**src/rtl/riscv_ctrl_pkg.sv**
```systemverilog
// Shared encodings for the multicycle RISC-V control path.
package riscv_ctrl_pkg;

   typedef enum logic [3:0] {
      S_FETCH    = 4'd0,
      S_DECODE   = 4'd1,
      S_MEMADR   = 4'd2,
      S_MEMREAD  = 4'd3,
      S_MEMWB    = 4'd4,
      S_MEMWRITE = 4'd5,
      S_EXECR    = 4'd6,
      S_EXECI    = 4'd7,
      S_ALUWB    = 4'd8,
      S_BEQ      = 4'd9
   } state_t;

   localparam logic [6:0] OP_LW  = 7'b0000011;
   localparam logic [6:0] OP_SW  = 7'b0100011;
   localparam logic [6:0] OP_R   = 7'b0110011;
   localparam logic [6:0] OP_I   = 7'b0010011;
   localparam logic [6:0] OP_BEQ = 7'b1100011;

   localparam logic [1:0] IMM_I = 2'b00;
   localparam logic [1:0] IMM_S = 2'b01;
   localparam logic [1:0] IMM_B = 2'b10;

   localparam logic [1:0] ALUOP_ADD   = 2'b00;
   localparam logic [1:0] ALUOP_SUB   = 2'b01;
   localparam logic [1:0] ALUOP_FUNCT = 2'b10;

   localparam logic [2:0] ALU_ADD = 3'b000;
   localparam logic [2:0] ALU_SUB = 3'b001;
   localparam logic [2:0] ALU_AND = 3'b010;
   localparam logic [2:0] ALU_OR  = 3'b011;
   localparam logic [2:0] ALU_SLT = 3'b101;

   localparam logic [1:0] RES_ALUOUT    = 2'b00;
   localparam logic [1:0] RES_DATA      = 2'b01;
   localparam logic [1:0] RES_ALURESULT = 2'b10;

   localparam logic [1:0] SRCA_PC    = 2'b00;
   localparam logic [1:0] SRCA_OLDPC = 2'b01;
   localparam logic [1:0] SRCA_RS1   = 2'b10;

   localparam logic [1:0] SRCB_RS2  = 2'b00;
   localparam logic [1:0] SRCB_IMM  = 2'b01;
   localparam logic [1:0] SRCB_FOUR = 2'b10;

   localparam logic ADR_PC     = 1'b0;
   localparam logic ADR_ALUOUT = 1'b1;

   // Immediate format depends only on the opcode, so it is valid in every state.
   function automatic logic [1:0] imm_src_of(input logic [6:0] op);
      case (op)
         OP_SW:   return IMM_S;
         OP_BEQ:  return IMM_B;
         default: return IMM_I;
      endcase
   endfunction

endpackage

```
**src/rtl/alu_decoder.sv**
```systemverilog
// Combinational ALU control decode from alu_op and instruction fields.
module alu_decoder
   import riscv_ctrl_pkg::*;
(
   input  logic [1:0] alu_op,
   input  logic [2:0] funct3,
   input  logic       op5,
   input  logic       funct7b5,
   output logic [2:0] alu_control
);

   // funct3 selects the operation only for register/immediate ALU instructions;
   // sub needs op[5] as well, since addi with imm[10]=1 also sets instr[30].
   always_comb begin
      alu_control = ALU_ADD;
      case (alu_op)
         ALUOP_SUB: alu_control = ALU_SUB;
         ALUOP_FUNCT: begin
            case (funct3)
               3'b000:  alu_control = (op5 & funct7b5) ? ALU_SUB : ALU_ADD;
               3'b010:  alu_control = ALU_SLT;
               3'b110:  alu_control = ALU_OR;
               3'b111:  alu_control = ALU_AND;
               default: alu_control = ALU_ADD;
            endcase
         end
         default: alu_control = ALU_ADD;
      endcase
   end

endmodule

```
**src/rtl/multicycle_controller.sv**
```systemverilog
// Moore control FSM for the shared multicycle RISC-V datapath.
//
//   state    | meaning
//   ---------+--------------------------------------------------------
//   FETCH    | read instruction at PC, PC+4 -> PC when memory is ready
//   DECODE   | decode op, compute branch target into ALUOut
//   MEMADR   | rs1 + imm -> ALUOut (load/store address)
//   MEMREAD  | read data memory at ALUOut until ready
//   MEMWB    | write loaded data to rd
//   MEMWRITE | write data memory at ALUOut until ready
//   EXECR    | rs1 op rs2
//   EXECI    | rs1 op imm
//   ALUWB    | write ALUOut to rd
//   BEQ      | rs1 - rs2, take branch on zero
module multicycle_controller
   import riscv_ctrl_pkg::*;
(
   input  logic       clk,
   input  logic       rst_n,
   input  logic [6:0] op,
   input  logic [2:0] funct3,
   input  logic       funct7b5,
   input  logic       zero,
   input  logic       mem_ready,
   output logic       pc_write,
   output logic       adr_src,
   output logic       mem_write,
   output logic       ir_write,
   output logic [1:0] result_src,
   output logic [1:0] alu_src_a,
   output logic [1:0] alu_src_b,
   output logic [1:0] imm_src,
   output logic [2:0] alu_control,
   output logic       reg_write,
   output logic       illegal_instr
);

   state_t     state, state_next;
   logic [1:0] alu_op;
   logic       pc_write_raw, ir_write_raw, mem_write_raw, reg_write_raw, illegal_raw;

   // State register; reset aborts any instruction in flight.
   always_ff @(posedge clk or negedge rst_n) begin
      if (!rst_n) state <= S_FETCH;
      else        state <= state_next;
   end

   // Next-state and Moore output decode.
   always_comb begin
      state_next    = state;
      pc_write_raw  = 1'b0;
      ir_write_raw  = 1'b0;
      mem_write_raw = 1'b0;
      reg_write_raw = 1'b0;
      illegal_raw   = 1'b0;
      adr_src       = ADR_PC;
      result_src    = RES_ALUOUT;
      alu_src_a     = SRCA_PC;
      alu_src_b     = SRCB_RS2;
      alu_op        = ALUOP_ADD;
      case (state)
         S_FETCH: begin
            alu_src_b  = SRCB_FOUR;
            result_src = RES_ALURESULT;
            if (mem_ready) begin
               ir_write_raw = 1'b1;
               pc_write_raw = 1'b1;
               state_next   = S_DECODE;
            end
         end
         S_DECODE: begin
            alu_src_a = SRCA_OLDPC;
            alu_src_b = SRCB_IMM;
            case (op)
               OP_LW, OP_SW: state_next = S_MEMADR;
               OP_R:         state_next = S_EXECR;
               OP_I:         state_next = S_EXECI;
               OP_BEQ:       state_next = S_BEQ;
               default: begin
                  illegal_raw = 1'b1;
                  state_next  = S_FETCH;
               end
            endcase
         end
         S_MEMADR: begin
            alu_src_a  = SRCA_RS1;
            alu_src_b  = SRCB_IMM;
            state_next = (op == OP_LW) ? S_MEMREAD : S_MEMWRITE;
         end
         S_MEMREAD: begin
            adr_src = ADR_ALUOUT;
            if (mem_ready) state_next = S_MEMWB;
         end
         S_MEMWB: begin
            result_src    = RES_DATA;
            reg_write_raw = 1'b1;
            state_next    = S_FETCH;
         end
         S_MEMWRITE: begin
            adr_src       = ADR_ALUOUT;
            mem_write_raw = 1'b1;
            if (mem_ready) state_next = S_FETCH;
         end
         S_EXECR: begin
            alu_src_a  = SRCA_RS1;
            alu_src_b  = SRCB_RS2;
            alu_op     = ALUOP_FUNCT;
            state_next = S_ALUWB;
         end
         S_EXECI: begin
            alu_src_a  = SRCA_RS1;
            alu_src_b  = SRCB_IMM;
            alu_op     = ALUOP_FUNCT;
            state_next = S_ALUWB;
         end
         S_ALUWB: begin
            result_src    = RES_ALUOUT;
            reg_write_raw = 1'b1;
            state_next    = S_FETCH;
         end
         S_BEQ: begin
            alu_src_a    = SRCA_RS1;
            alu_src_b    = SRCB_RS2;
            alu_op       = ALUOP_SUB;
            result_src   = RES_ALUOUT;
            pc_write_raw = zero;
            state_next   = S_FETCH;
         end
         default: state_next = S_FETCH;
      endcase
   end

   // Reset parks the FSM in FETCH, where mem_ready alone would raise
   // ir_write/pc_write, so every strobe is gated by rst_n.
   assign pc_write      = pc_write_raw  & rst_n;
   assign ir_write      = ir_write_raw  & rst_n;
   assign mem_write     = mem_write_raw & rst_n;
   assign reg_write     = reg_write_raw & rst_n;
   assign illegal_instr = illegal_raw   & rst_n;

   assign imm_src = imm_src_of(op);

   alu_decoder u_alu_decoder (
      .alu_op      (alu_op),
      .funct3      (funct3),
      .op5         (op[5]),
      .funct7b5    (funct7b5),
      .alu_control (alu_control)
   );

endmodule

```
**config.mk**
```make
export PLATFORM = sky130hd
export DESIGN_NAME = multicycle_controller
export DESIGN_NICKNAME = d
export VERILOG_FILES = /design/src/rtl/riscv_ctrl_pkg.sv /design/src/rtl/alu_decoder.sv /design/src/rtl/multicycle_controller.sv
export SDC_FILE = /design/constraint.sdc
export NUM_CORES = 1
export LEC_CHECK = 0
export ABC_CLOCK_PERIOD_IN_PS = 1790
export BUFFER_PORTS_ARGS = -buffer_cell sky130_fd_sc_hd__buf_2
export CORE_ASPECT_RATIO = 1.25
export CORE_MARGIN = 10
export CORE_UTILIZATION = 30
export CTS_CLUSTER_SIZE = 40
export DETAILED_ROUTE_END_ITERATION = 7
export GPL_TIMING_DRIVEN = 1
export HOLD_SLACK_MARGIN = 0.08
export PLACE_DENSITY_LB_ADDON = 0.3
export SYNTH_ARGS = -nofsm -noshare
export SYNTH_HDL_FRONTEND = slang
export SYNTH_SLANG_ARGS = --single-unit
```
**constraint.sdc**
```tcl
create_clock -name clk -period 1.79 [get_ports clk]
set_clock_uncertainty 0.05 [all_clocks]
set_input_delay 0.0895 -clock clk [delete_from_list [all_inputs] [get_ports clk]]
set_output_delay 0.0895 -clock clk [all_outputs]
set_load 0.05 [all_outputs]
```
# Word level (Yosys, flattened, before mapping)
# Cells that the tools add are included.
word_totals:
  ramBits: 0
  in_bits: 15
  ff_bits: 4
  latchBits: 0
  memories: 0
  rom_bits: 0
op_classes:
  magnitude_cmp: 0
  n_div: 0
  multipliers: 0
  n_mux: 22
  n_shift: 0
  n_eq_ne: 22
  bitwise_logic: 6
  reduce_logical: 10
  n_addsub: 0
ops:
  columns: ["op", "count"]
  rows:
  - ["4-bit one-hot mux with 6 select lines", 1]
  - ["2-bit one-hot mux with 2 select lines", 5]
  - ["4-bit by 3-bit == test with 1-bit output (second input constant)", 4]
  - ["4-bit one-hot mux with 4 select lines", 1]
  - ["7-bit by 6-bit == test with 1-bit output (second input constant)", 2]
  - ["4-bit two-way mux", 3]
  - ["3-bit one-hot mux with 4 select lines", 1]
  - ["4-bit by 2-bit == test with 1-bit output (second input constant)", 2]
  - ["4-bit == test (second input constant)", 2]
  - ["1-bit two-way mux", 8]
  - ["2-bit OR reduction", 4]
  - ["7-bit by 2-bit == test with 1-bit output (second input constant)", 1]
  - ["7-bit by 5-bit == test with 1-bit output (second input constant)", 1]
  - ["7-bit == test (second input constant)", 1]
  - ["1-bit bitwise AND", 6]
  - ["3-bit == test (second input constant)", 2]
  - ["2-bit inequality test (second input constant)", 3]
  - ["3-bit one-hot mux with 2 select lines", 1]
  - ["5-bit OR reduction", 1]
  - ["4-bit by 1-bit == test with 1-bit output (second input constant)", 1]
  - ["4-bit zero test", 1]
  - ["4-bit OR reduction", 1]
  - ["3-bit by 2-bit == test with 1-bit output (second input constant)", 1]
  - ["3-bit zero test", 1]
  - ["other kinds (6)", 6]

# Logic depth before layout (Yosys ltp)
# Gate-level depths: netlist of the first run.
depth:
  word_depth: 5
  mapped_depth: 8
  depth_no_buf: 7

# Hierarchy
# A second synthesis of the first run with hierarchy kept.
unflattened:
  hier_cells: 72
  area_unflattened_um2: 589.3
modules_own_cells:
  columns: ["mod", "n_inst", "area_each_um2", "cells_each"]
  rows:
  - ["multicycle_controller", 1, 493.0, 61]
  - ["alu_decoder", 1, 96.3, 11]

# Worst setup path after synthesis of the first run
# OpenSTA, ideal clock, no wires.
synth_path:
  path_kind: "register -> output"
  startpoint: "register state[2]"
  endpoint: "output port pc_write"
  setup_slack_ns: -1.145
  path_buffers: 1
  t_arrival_ns: 2.796
  required_ns: 1.651
  path_stages_with_launch: 6
  cell_sequence: "dfrtp_1 buf_6 or2_4 nor3_1 a22oi_1 nor2b_1"
synth_via:
  elab_chain_len: 3
synth_rtl:
  columns: ["item", "line_no", "source"]
  rows:
  - ["start, declared", "multicycle_controller.sv:38", "state_t state, state_next;"]
  - ["start signal, assigned", "multicycle_controller.sv:45", "else state <= state_next;"]
  - ["4-bit == test or 4-bit zero test (tied branches)", "multicycle_controller.sv:61", "case (state)"]
  - ["1-bit one-hot mux with 2 select lines *", "multicycle_controller.sv:61", null]
  - ["1-bit bitwise AND *", "multicycle_controller.sv:135", "assign pc_write = pc_write_raw & rst_n;"]
  - ["end, declared", "multicycle_controller.sv:25", "output logic pc_write,"]
# Mark *: on every way between the ends. The rest lies on a longest branch, timed or not.

# Worst setup path after layout of the first run
layout_path:
  startpoint: "register state[2]"
  endpoint: "output port alu_control[2]"
layout_via:
  elab_chain_len: 5
layout_rtl:
  columns: ["item", "line_no", "source"]
  rows:
  - ["4-bit by 3-bit == test with 1-bit output", "multicycle_controller.sv:61", null]
  - ["2-bit OR reduction (no line)", null, null]
  - ["2-bit one-hot mux with 2 select lines *", "multicycle_controller.sv:61", null]
  - ["2-bit == test or 2-bit by 1-bit == test with 1-bit output (tied branches)", "alu_decoder.sv:16", "case (alu_op)"]
  - ["3-bit one-hot mux with 2 select lines *", "alu_decoder.sv:16", null]
  - ["end, declared", "multicycle_controller.sv:33", "output logic [2:0] alu_control,"]
# Marked as above.

==> impl_results.md, run 1 <==
- Gr ovfl total: 0
- Status: complete, no violations
- Reg2Reg Depth: 4
- Largest Register: state
- Post-synthesis xor/xnor area fraction: 0.0313
- CP max FO: 3
- Fin cells: between 100 and 150
- Die Span Y: 68.3 um
- Avg Cell Area, Syn: roughly 7.2 um2
- DRT Wirelength: roughly 2100 um
- Global-route wire length before repair: around 3300 um
- Critical path class: reg -> out
- Initial antenna violation count: 0
- Chip width: slightly below 60 um
- Row count: 17
- Final min period: between 1.5 and 2 ns
- Largest family of logic cells by synthesized area: simple AND/OR/NAND/NOR gates
- DRT iter0 DRCs: 9
- Placed Cells: ~130
- Actual slew at the worst max-slew pin: 0.273 ns
- Stages on the worst setup path: 6
- TritonCTS buffer count: 3
- Crit-path max cell delay: between 0.3 and 0.4 ns
- Hold Vio Cnt, Final: 0
- Cell Chain, Critical Path: inv_1 -> and3_4 -> ha_4 -> nor2_4 -> and4_4 -> buf_8
- Area growth, synth to finish: 77.4%
- Worst Path Arrival: 1.62 ns
- CTS tree: done
- Buffers & Inverters on Critical Path: 2
- Max-Cap Viols: 0
- Synth Instances: 78
- Clk Tree Root Cell: clkbuf_4
- Cell Area, Synth: 559 um2
- Tot Pwr: a little under 0.4 mW
- CORE AREA: roughly 1800 um2
- Maximum VDD drop: roughly 0.33 mV
- Starting Density: 0.317
- Via count: between 700 and 800
- Die Footprint: around 4000 um2
- Synth cell types: 34
- Syn nets: 95
- Routability cong.: 0.920
- Largest net degree at the start of global routing: 15
- Post-layout util: 0.562
- Rel. slew slack: 0.818
- Setup Viol. Count Final: 0
- Share of cells above drive strength 1: 0.554
- Crit share post-route: 0.986
- Seq cells post-synth: 4
- Sinks on Clock Net: 4
- Critical path data required time: ~1.7 ns
- Antenna-violating nets left: 0
- F_max: between 0.5 and 0.6 GHz
- FF-to-FF Start: state[3]
- Post-DP HPWL: 1610 um
- Compound-Gate Fraction of Synth Area: 0.210
- Critical path endpoint category: primary output
- Final nets: 140
- # IOs: 32
- Startpoint types: register
- FF-to-FF End: state[2]
- LEAKAGE: roughly 0.46 nW
- Simple-gate share of the synthesized area: 0.454
- RSZ-0062 raised after global routing: true
- H-tree Lvls: 1
- Pwr Density: 388 nW/um2
- Synth Warn #: 0
- Slew Viols, Final: 0
- Antenna Cells: 0
- Post-synthesis mux area share: 0
- Hold slack: around 0.17 ns
- Port bufs: 31
- Reg clk slew, reported paths: approximately 0.030 ns
- # DRC: 0
- Max clock buf depth: 2
- Max reg flops: 4
- Post-Synth Adder-Cell Area: 0.0447
- Seq/Total Area, Yosys: 0.179
- Vias in the first global route: 744
- DR pass1 iterations: 4
- Clk_lat worst skew: 0.23 ns
- Vias per inst: 5.27
- Hold Crit Class: in -> async
- Crit path max-delay family: simple AND/OR/NAND/NOR gates
- Total global routing track utilization: 0.104
- Wire length per cell: between 10 and 15 um
- Largest registers: state: 4 flops
- Setup slack, reg-to-reg: 0.05 ns
- Worst path slowest cell: dfrtp_1
-- cell families (layout without fill, tap and decap cells) --
family          count (synthesis)  count (layout)
compound gates                 17              17
fa+ha+maj                       2               2
xor+xnor                        2               2
buf+inv                        10              53
simple gates                   43              43
flops                           4               4
-- cell usage in the layout, fill, tap and decap left out, types with 2 or more instances in the layout --
master    count
dfrtp_1       4
inv_1         4
buf_6         7
ha_4          2
nand2b_1      2
nor2_4        2
nor2b_2       2
nor2_1        8
nor2b_1       2
nor3_1        2
nor3b_2       2
buf_4        10
a21oi_1       4
nand2_1       4
clkbuf_4      5
nand3b_1      2
buf_2        24
and3_1        3
o21ai_0       3
-- per-stage QoR --
step / area (um2) / setup TNS [ns] / worst slack (ns)
after floorplan: 593 / -0.933 / -0.397
after global routing: 992 / -0.150 / -0.0590
final: 992 / 0 / 0.0256
after CTS: 921 / -0.00653 / -0.00653
after global placement: 828 / 0 / 0.0464
after detailed placement: 828 / -0.00659 / -0.00659
-- power by group --
group,total [mW],internal [mW],switching (mW),leakage (nW)
clock,0.106,0.0746,0.0310,0.0138
sequential,0.0954,0.0939,0.00149,0.0543
combinational,0.184,0.0650,0.119,0.390
-- cells in the mapped netlist --
library cell / n / area, um2
a2111oi_2: 1 / 15.0
a211oi_1: 1 / 7.51
a21o_1: 1 / 7.51
a21oi_1: 4 / 20.0
a22oi_1: 1 / 7.51
a31oi_1: 1 / 6.26
and3_1: 4 / 25.0
and4_1: 1 / 8.76
buf_6: 1 / 11.3
clkbuf_1: 4 / 15.0
dfrtp_1: 4 / 100
ha_1: 2 / 25.0
inv_1: 5 / 18.8
nand2_1: 5 / 18.8
nand2b_1: 2 / 12.5
nand3b_1: 2 / 15.0
nand4bb_1: 1 / 11.3
nor2_1: 11 / 41.3
nor2b_1: 4 / 25.0
nor3_1: 3 / 15.0
nor3b_1: 3 / 22.5
nor4_1: 1 / 6.26
nor4b_1: 2 / 17.5
o21ai_0: 3 / 15.0
o21bai_1: 1 / 7.51
o22ai_1: 1 / 6.26
o2bb2ai_1: 1 / 8.76
o31a_1: 1 / 8.76
o31ai_1: 1 / 7.51
or2_4: 1 / 8.76
or3b_1: 1 / 8.76
or4_1: 1 / 7.51
or4b_1: 1 / 10.0
xnor2_1: 2 / 17.5
-- worst max path at each step --
stage	from	to	slack, ns
finish	state[2]	alu_control[2]	0.03
global route	state[1]	alu_control[2]	-0.06
CTS	state[2]	alu_control[2]	-0.007
detailed placement	state[2]	state[2]	-0.007
global placement	state[2]	state[2]	0.05
floorplan	state[2]	pc_write	-0.40
-- what timing repair did --
action / in CTS / in global routing
setup buffers: 1 / 1
endpoints found under the setup margin: 5 / 8
pin swaps: 5 / 6
gates resized for setup: 15 / 18
endpoints found under the hold margin: 4 / 0
hold buffers: 1 / 0
-- cell type report --
type | instances | area [um2]
clock buffer | 3 | 22.5
multi-input combinational | 64 | 513
timing repair buffer | 45 | 314
inverter | 5 | 18.8
fill | 189 | 773
sequential | 4 | 100
tap | 19 | 23.8
-- metal layers --
metal  vias to the layer above  global-route usage  share of wire
li1                        368                   -              -
met1                       348               0.102           0.38
met2                        22               0.188           0.55
met3                         0              0.0519          0.070
met4                         0              0.0345              0
met5                         -                   0              0
Power figures use the tool's default switching activity.
==> inputs of run 2 (changes only) <==
--- a/config.mk
+++ b/config.mk
@@ -14,7 +14,7 @@
 export DETAILED_ROUTE_END_ITERATION = 7
 export GPL_TIMING_DRIVEN = 1
 export HOLD_SLACK_MARGIN = 0.08
-export PLACE_DENSITY_LB_ADDON = 0.3
+export PLACE_DENSITY = 0.63
 export SYNTH_ARGS = -nofsm -noshare
 export SYNTH_HDL_FRONTEND = slang
 export SYNTH_SLANG_ARGS = --single-unit
==> run 2 against run 1 <==
Against the previous run: non-clock buffer count decreased by 2; via count grew 1.5%; global-route usage shrank 0.57 points; register-to-register slack got worse by 0.03 ns; critical endpoint is now state[2]; largest power group unchanged; final cell count shrank 1.4%; utilization shrank 2.6 points; clock-buffer cell count stayed put; hold slack got worse by 0.00068 ns; die area stayed put; sequential power is essentially flat; worst setup slack lost 0.0092 ns.
==> impl_results.md, run 2 (synthesized netlist as in run 1, its figures left out) <==
- Hold slack: 0.170 ns (-0.000680 ns)
- Post-DP HPWL: 1560 um (-3.0%)
- Clk_lat worst skew: 0.23 ns (about the same)
- Row count: 17 (unchanged)
- Rel. slew slack: 0.818 (about the same)
- TritonCTS buffer count: 3 (unchanged)
- Worst Path Arrival: 1.85 ns (+0.23 ns)
- Actual slew at the worst max-slew pin: 0.269 ns (-0.00329 ns)
- LEAKAGE: 0.449 nW (-1.8%)
- Initial antenna violation count: 0 (unchanged)
- Cell Chain, Critical Path: or2_4 -> or4b_1 -> a21o_1 -> a2111oi_2
- CP max FO: 4 (+1)
- Die Span Y: 68.3 um (unchanged)
- H-tree Lvls: 1 (unchanged)
- Max clock buf depth: 2 (unchanged)
- Commonest cells after routing, fill and taps aside: buf_2 (26), buf_4 (11), nor2_1 (7)
- Clk Tree Root Cell: clkbuf_4
- Setup Viol. Count Final: 0 (unchanged)
- DR pass1 iterations: 4 (unchanged)
- DRT Wirelength: 2000 um (-2.7%)
- Fin area: 947 um2 (-4.5%)
- Setup slack, reg-to-reg: 0.02 ns (-0.03 ns)
- Hold Vio Cnt, Final: 0 (unchanged)
- Antenna Cells: 0 (unchanged)
- Crit share post-route: 0.991 (+0.00516)
- Max reg flops: 4 (unchanged)
- Sinks on Clock Net: 4 (unchanged)
- Hold Crit Class: in -> async
- Total global routing track utilization: 0.0985 (-0.00569)
- F_max: 0.564 GHz (-0.52%)
- CTS tree: done
- Critical path class: reg -> reg
- Final min period: 1.77 ns (+0.00923 ns)
- Share of cells above drive strength 1: 0.546 (-0.00750)
- Pwr Density: 410 nW/um2 (+5.5%)
- Via count: 749 (+1.5%)
- Global-route wire length before repair: 3110 um (-6.6%)
- Largest Register: state
- # DRC: 0 (unchanged)
- Crit-path max cell delay: 0.51 ns (+0.12 ns)
- Startpoint types: register
- Die Footprint: 4000 um2 (unchanged)
- Port bufs: 31 (unchanged)
- Slew Viols, Final: 0 (unchanged)
- Vias per inst: 5.43 (+3.0%)
- Area growth, synth to finish: 69.4%
- Placed Area: 821 um2 (-0.91%)
- Worst path slowest cell: or4b_1
- CORE AREA: 1770 um2 (unchanged)
- Routability cong.: 0.846 (-8.1%)
- Critical path endpoint category: register
- Critical path data required time: 1.86 ns (+0.21 ns)
- Largest net degree at the start of global routing: 15 (unchanged)
- Most common cell after layout, fill and taps aside: buf_2
- Buffers & Inverters on Critical Path: 0 (-2)
- Crit path max-delay family: simple AND/OR/NAND/NOR gates
- Status: complete, no violations
- # IOs: 32 (unchanged)
- Reg clk slew, reported paths: 0.04 ns (about the same)
- Chip width: 58.6 um (unchanged)
- RSZ-0062 raised after global routing: true
- Antenna-violating nets left: 0 (unchanged)
- Max-Cap Viols: 0 (unchanged)
- Gr ovfl total: 0 (unchanged)
- Final nets: 138 (-1.4%)
- Largest registers: state: 4 flops
- Vias in the first global route: 699 (-6.0%)
- DRT iter0 DRCs: 19 (+10)
- Starting Density: 0.317 (unchanged)
- Wire length per cell: 14.5 um (-1.3%)
- Maximum VDD drop: 0.182 mV (-44%)
## run 2: worst paths after layout
path | from | endpoint | cells past startpoint
setup / recovery | state[2] | state[2] | 4
hold / removal | rst_n | state[0] | 2
setup reg to reg | state[2] | state[2] | 4
hold reg to reg | state[3] | state[1] | 3
max in group asynchronous | rst_n | state[3] | 2
min in group clk | mem_ready | state[1] | 3
## run 2: repair_timing
action / 4_1_cts / 5_1_grt
endpoints found under the setup margin: 3 / 7
hold buffers: 1 / 0
resized for setup: 13 / 13
endpoints found under the hold margin: 4 / 0
pin swaps: 3 / 3
buffers inserted: 1 / 0
## run 2: metal layers
| layer | routed length (um) | vias up | global-route usage |
|---|---|---|---|
| met5 | 0 | - | 0 |
| met4 | 33 | 0 | 0.0718 |
| met3 | 161 | 4 | 0.0370 |
| met2 | 1070 | 28 | 0.178 |
| met1 | 729 | 353 | 0.0881 |
| li1 | - | 364 | - |
## run 2: layout make-up
| cell class | instances | area, um2 |
|---|---|---|
| Inverter | 5 | 18.8 |
| Tap cell | 19 | 23.8 |
| Clock buffer | 3 | 22.5 |
| Fill cell | 167 | 818 |
| Timing Repair Buffer | 43 | 283 |
| Sequential cell | 4 | 100 |
| Multi-Input combinational cell | 64 | 499 |
## run 2: worst reg2reg max path, cell delays in order (launching register included)
cell and delay (ns):
dfrtp_1 0.40, or2_4 0.24, or4b_1 0.51, a21o_1 0.18, a2111oi_2 0.29
## run 2: power by group
group	switching (mW)	internal (mW)	total, mW
clock	0.0352	0.0748	0.110
sequential	0.00149	0.0939	0.0954
combinational	0.119	0.0639	0.183
## run 2: stage by stage
step	setup TNS (ns)	setup WS (ns)	std cells	power, mW	utilization
after floorplan	-0.933	-0.397	78	0.210	-
after global placement	0	0.0463	133	0.266	0.465
after detailed placement	0	0.0133	133	0.267	0.465
after CTS	0	0.00109	138	0.384	0.515
after global routing	-0.0843	-0.0555	138	0.407	0.536
final	0	0.0164	138	0.388	0.536
==> inputs of run 3 (changes only) <==
--- a/config.mk
+++ b/config.mk
@@ -14,7 +14,9 @@
 export DETAILED_ROUTE_END_ITERATION = 7
 export GPL_TIMING_DRIVEN = 1
 export HOLD_SLACK_MARGIN = 0.08
+export MAX_ROUTING_LAYER = met4
 export PLACE_DENSITY = 0.63
+export RECOVER_POWER = 100
 export SYNTH_ARGS = -nofsm -noshare
 export SYNTH_HDL_FRONTEND = slang
 export SYNTH_SLANG_ARGS = --single-unit
==> run 3 against run 2 <==
Against the previous run: utilization fell by 0.78 points; fmax fell by 0.40%; critical path depth did not move; power fell by 0.15%; first-iteration DRC count fell by 21%; sequential share of layout area rose by 0.16 points; clock-buffer cell count did not move; hold slack improved by 0.023 ns; largest power group unchanged; highest routed layer unchanged.
==> impl_results.md, run 3 (synthesized netlist as in run 1, its figures left out) <==
- Crit path max-delay family: simple AND/OR/NAND/NOR gates
- Max clock buf depth: 2 (unchanged)
- Final min period: 1.78 ns (+0.00710 ns)
- Max-Cap Viols: 0 (unchanged)
- Startpoint types: register
- CORE AREA: 1770 um2 (unchanged)
- Critical path class: reg -> reg
- Global-route wire length before repair: 3120 um (+0.42%)
- Clk Tree Root Cell: clkbuf_4
- Slew Viols, Final: 0 (unchanged)
- Fin cells: 138 (unchanged)
- Setup TNS Final: 0 ns (unchanged)
- CTS tree: done
- DR pass1 iterations: 4 (unchanged)
- Total global routing track utilization: 0.102 (+0.00369)
- Largest net degree at the start of global routing: 15 (unchanged)
- Starting Density: 0.317 (unchanged)
- Port bufs: 31 (unchanged)
- Hold Crit Class: in -> reg
- Setup Viol. Count Final: 0 (unchanged)
- F_max: 0.562 GHz (-0.40%)
- Vias per inst: 5.42 (-0.13%)
- Vias in the first global route: 702 (+0.43%)
- Largest registers: state: 4 flops
- Hold Vio Cnt, Final: 0 (unchanged)
- Setup slack, reg-to-reg: 0.009 ns (about the same)
- Hold path start: mem_ready
- Post-layout util: 0.529 (-0.00780)
- Placed Area: 821 um2 (unchanged)
- Share of cells above drive strength 1: 0.513 (-0.0336)
- Wire length per cell: 14.6 um (+0.65%)
- Worst path slowest cell: or4b_1
- Fin area: 933 um2 (-1.5%)
- Die Footprint: 4000 um2 (unchanged)
- Worst Path Arrival: 1.85 ns (about the same)
- # DRC: 0 (unchanged)
- Placed Cells: 133 (unchanged)
- Pwr Density: 415 nW/um2 (+1.3%)
- Chip width: 58.6 um (unchanged)
- Area of the multi-input gates: 493 um2 (-1.3%)
- Fillers: 172 (+3.0%)
- Crit-path max cell delay: 0.51 ns (about the same)
- LEAKAGE: 0.433 nW (-3.8%)
- Most common cell after layout, fill and taps aside: buf_2
- Die Span Y: 68.3 um (unchanged)
- FF-to-FF Start: state[2]
- RSZ-0062 raised after global routing: true
- Largest Register: state
- Reg clk slew, reported paths: 0.04 ns (about the same)
- Sinks on Clock Net: 4 (unchanged)
- Status: complete, no violations
- DRT iter0 DRCs: 15 (-4)
- # IOs: 32 (unchanged)
- Maximum VDD drop: 0.182 mV (about the same)
- DRT Wirelength: 2010 um (+0.65%)
- Initial antenna violation count: 0 (unchanged)
- CP max FO: 4 (unchanged)
- Cell Chain, Critical Path: or2_4 -> or4b_1 -> a21o_1 -> a2111oi_2
- Max reg flops: 4 (unchanged)
- Commonest cells after routing, fill and taps aside: buf_2 (14), buf_4 (12), clkbuf_2 (9)
- H-tree Lvls: 1 (unchanged)
- CP Launch Point: state[2]
- Gr ovfl total: 0 (unchanged)
- Routability cong.: 0.859 (+1.6%)
- Critical path endpoint category: register
- Post-DP HPWL: 1560 um (unchanged)
- Final nets: 138 (unchanged)
- Buffers & Inverters on Critical Path: 0 (unchanged)
- Antenna Cells: 0 (unchanged)
- Critical path data required time: 1.86 ns (about the same)
- Hold slack: 0.193 ns (+0.0232 ns)
- Area growth, synth to finish: 66.9%
- Row count: 17 (unchanged)
- Actual slew at the worst max-slew pin: 0.605 ns (+0.336 ns)
- Via count: 748 (-0.13%)
- Rel. slew slack: 0.598 (-0.220)
- Clk_lat worst skew: 0.24 ns (about the same)
- Reg area: 100 um2 (unchanged)
- Antenna-violating nets left: 0 (unchanged)
- TritonCTS buffer count: 3 (unchanged)
- Crit share post-route: 0.995 (+0.00397)
## run 3: per-layer routing
metal | track usage | vias up | part of all wire
li1 | - | 366 | -
met1 | 0.0912 | 352 | 0.37
met2 | 0.180 | 26 | 0.53
met5 | - | - | 0
met4 | 0.0718 | 0 | 0.017
met3 | 0.0333 | 4 | 0.080
## run 3: timing repair
action,4_1_cts,5_1_grt
hold buffers,1,0
resized for setup,13,13
pin swaps,3,3
endpoints found under the setup margin,3,7
buffers inserted,1,0
hold endpoints to repair,4,0
## run 3: final timing paths
| path | end | depth (start not counted) |
|---|---|---|
| worst min-delay path | state[1] | 3 |
| worst max register to register | state[2] | 4 |
| min in group asynchronous | state[0] | 2 |
| worst min register to register | state[1] | 3 |
| max in group asynchronous | state[3] | 2 |
| worst max-delay path | state[2] | 4 |
## run 3: metrics by stage
step	power, mW	worst slack, ns
floorplan	0.210	-0.397
global placement	0.266	0.0463
detailed placement	0.267	0.0133
CTS	0.384	0.00109
global route	0.405	-0.0555
finish	0.388	0.00928
## run 3: final cells by class
class | instances | area share
Clock buffer | 3 | 0.0241
Inverter | 5 | 0.0201
Multi-Input combinational cell | 64 | 0.528
Sequential cell | 4 | 0.107
Tap cell | 19 | 0.0255
Timing Repair Buffer | 43 | 0.295
## run 3: where the power goes
| part | internal [mW] | total (mW) | switching [mW] | leakage, nW |
|---|---|---|---|---|
| clock | 0.0749 | 0.112 | 0.0368 | 0.0138 |
| sequential | 0.0939 | 0.0954 | 0.00148 | 0.0543 |
| combinational | 0.0621 | 0.180 | 0.118 | 0.364 |
| total | 0.231 | 0.388 | 0.157 | 0.433 |
## run 3: worst reg2reg max path, delay by kind of cell (launching register included)
kind / cells / cell delay, ns
compound gates: 2 / 0.47
flops: 1 / 0.40
simple gates: 2 / 0.75
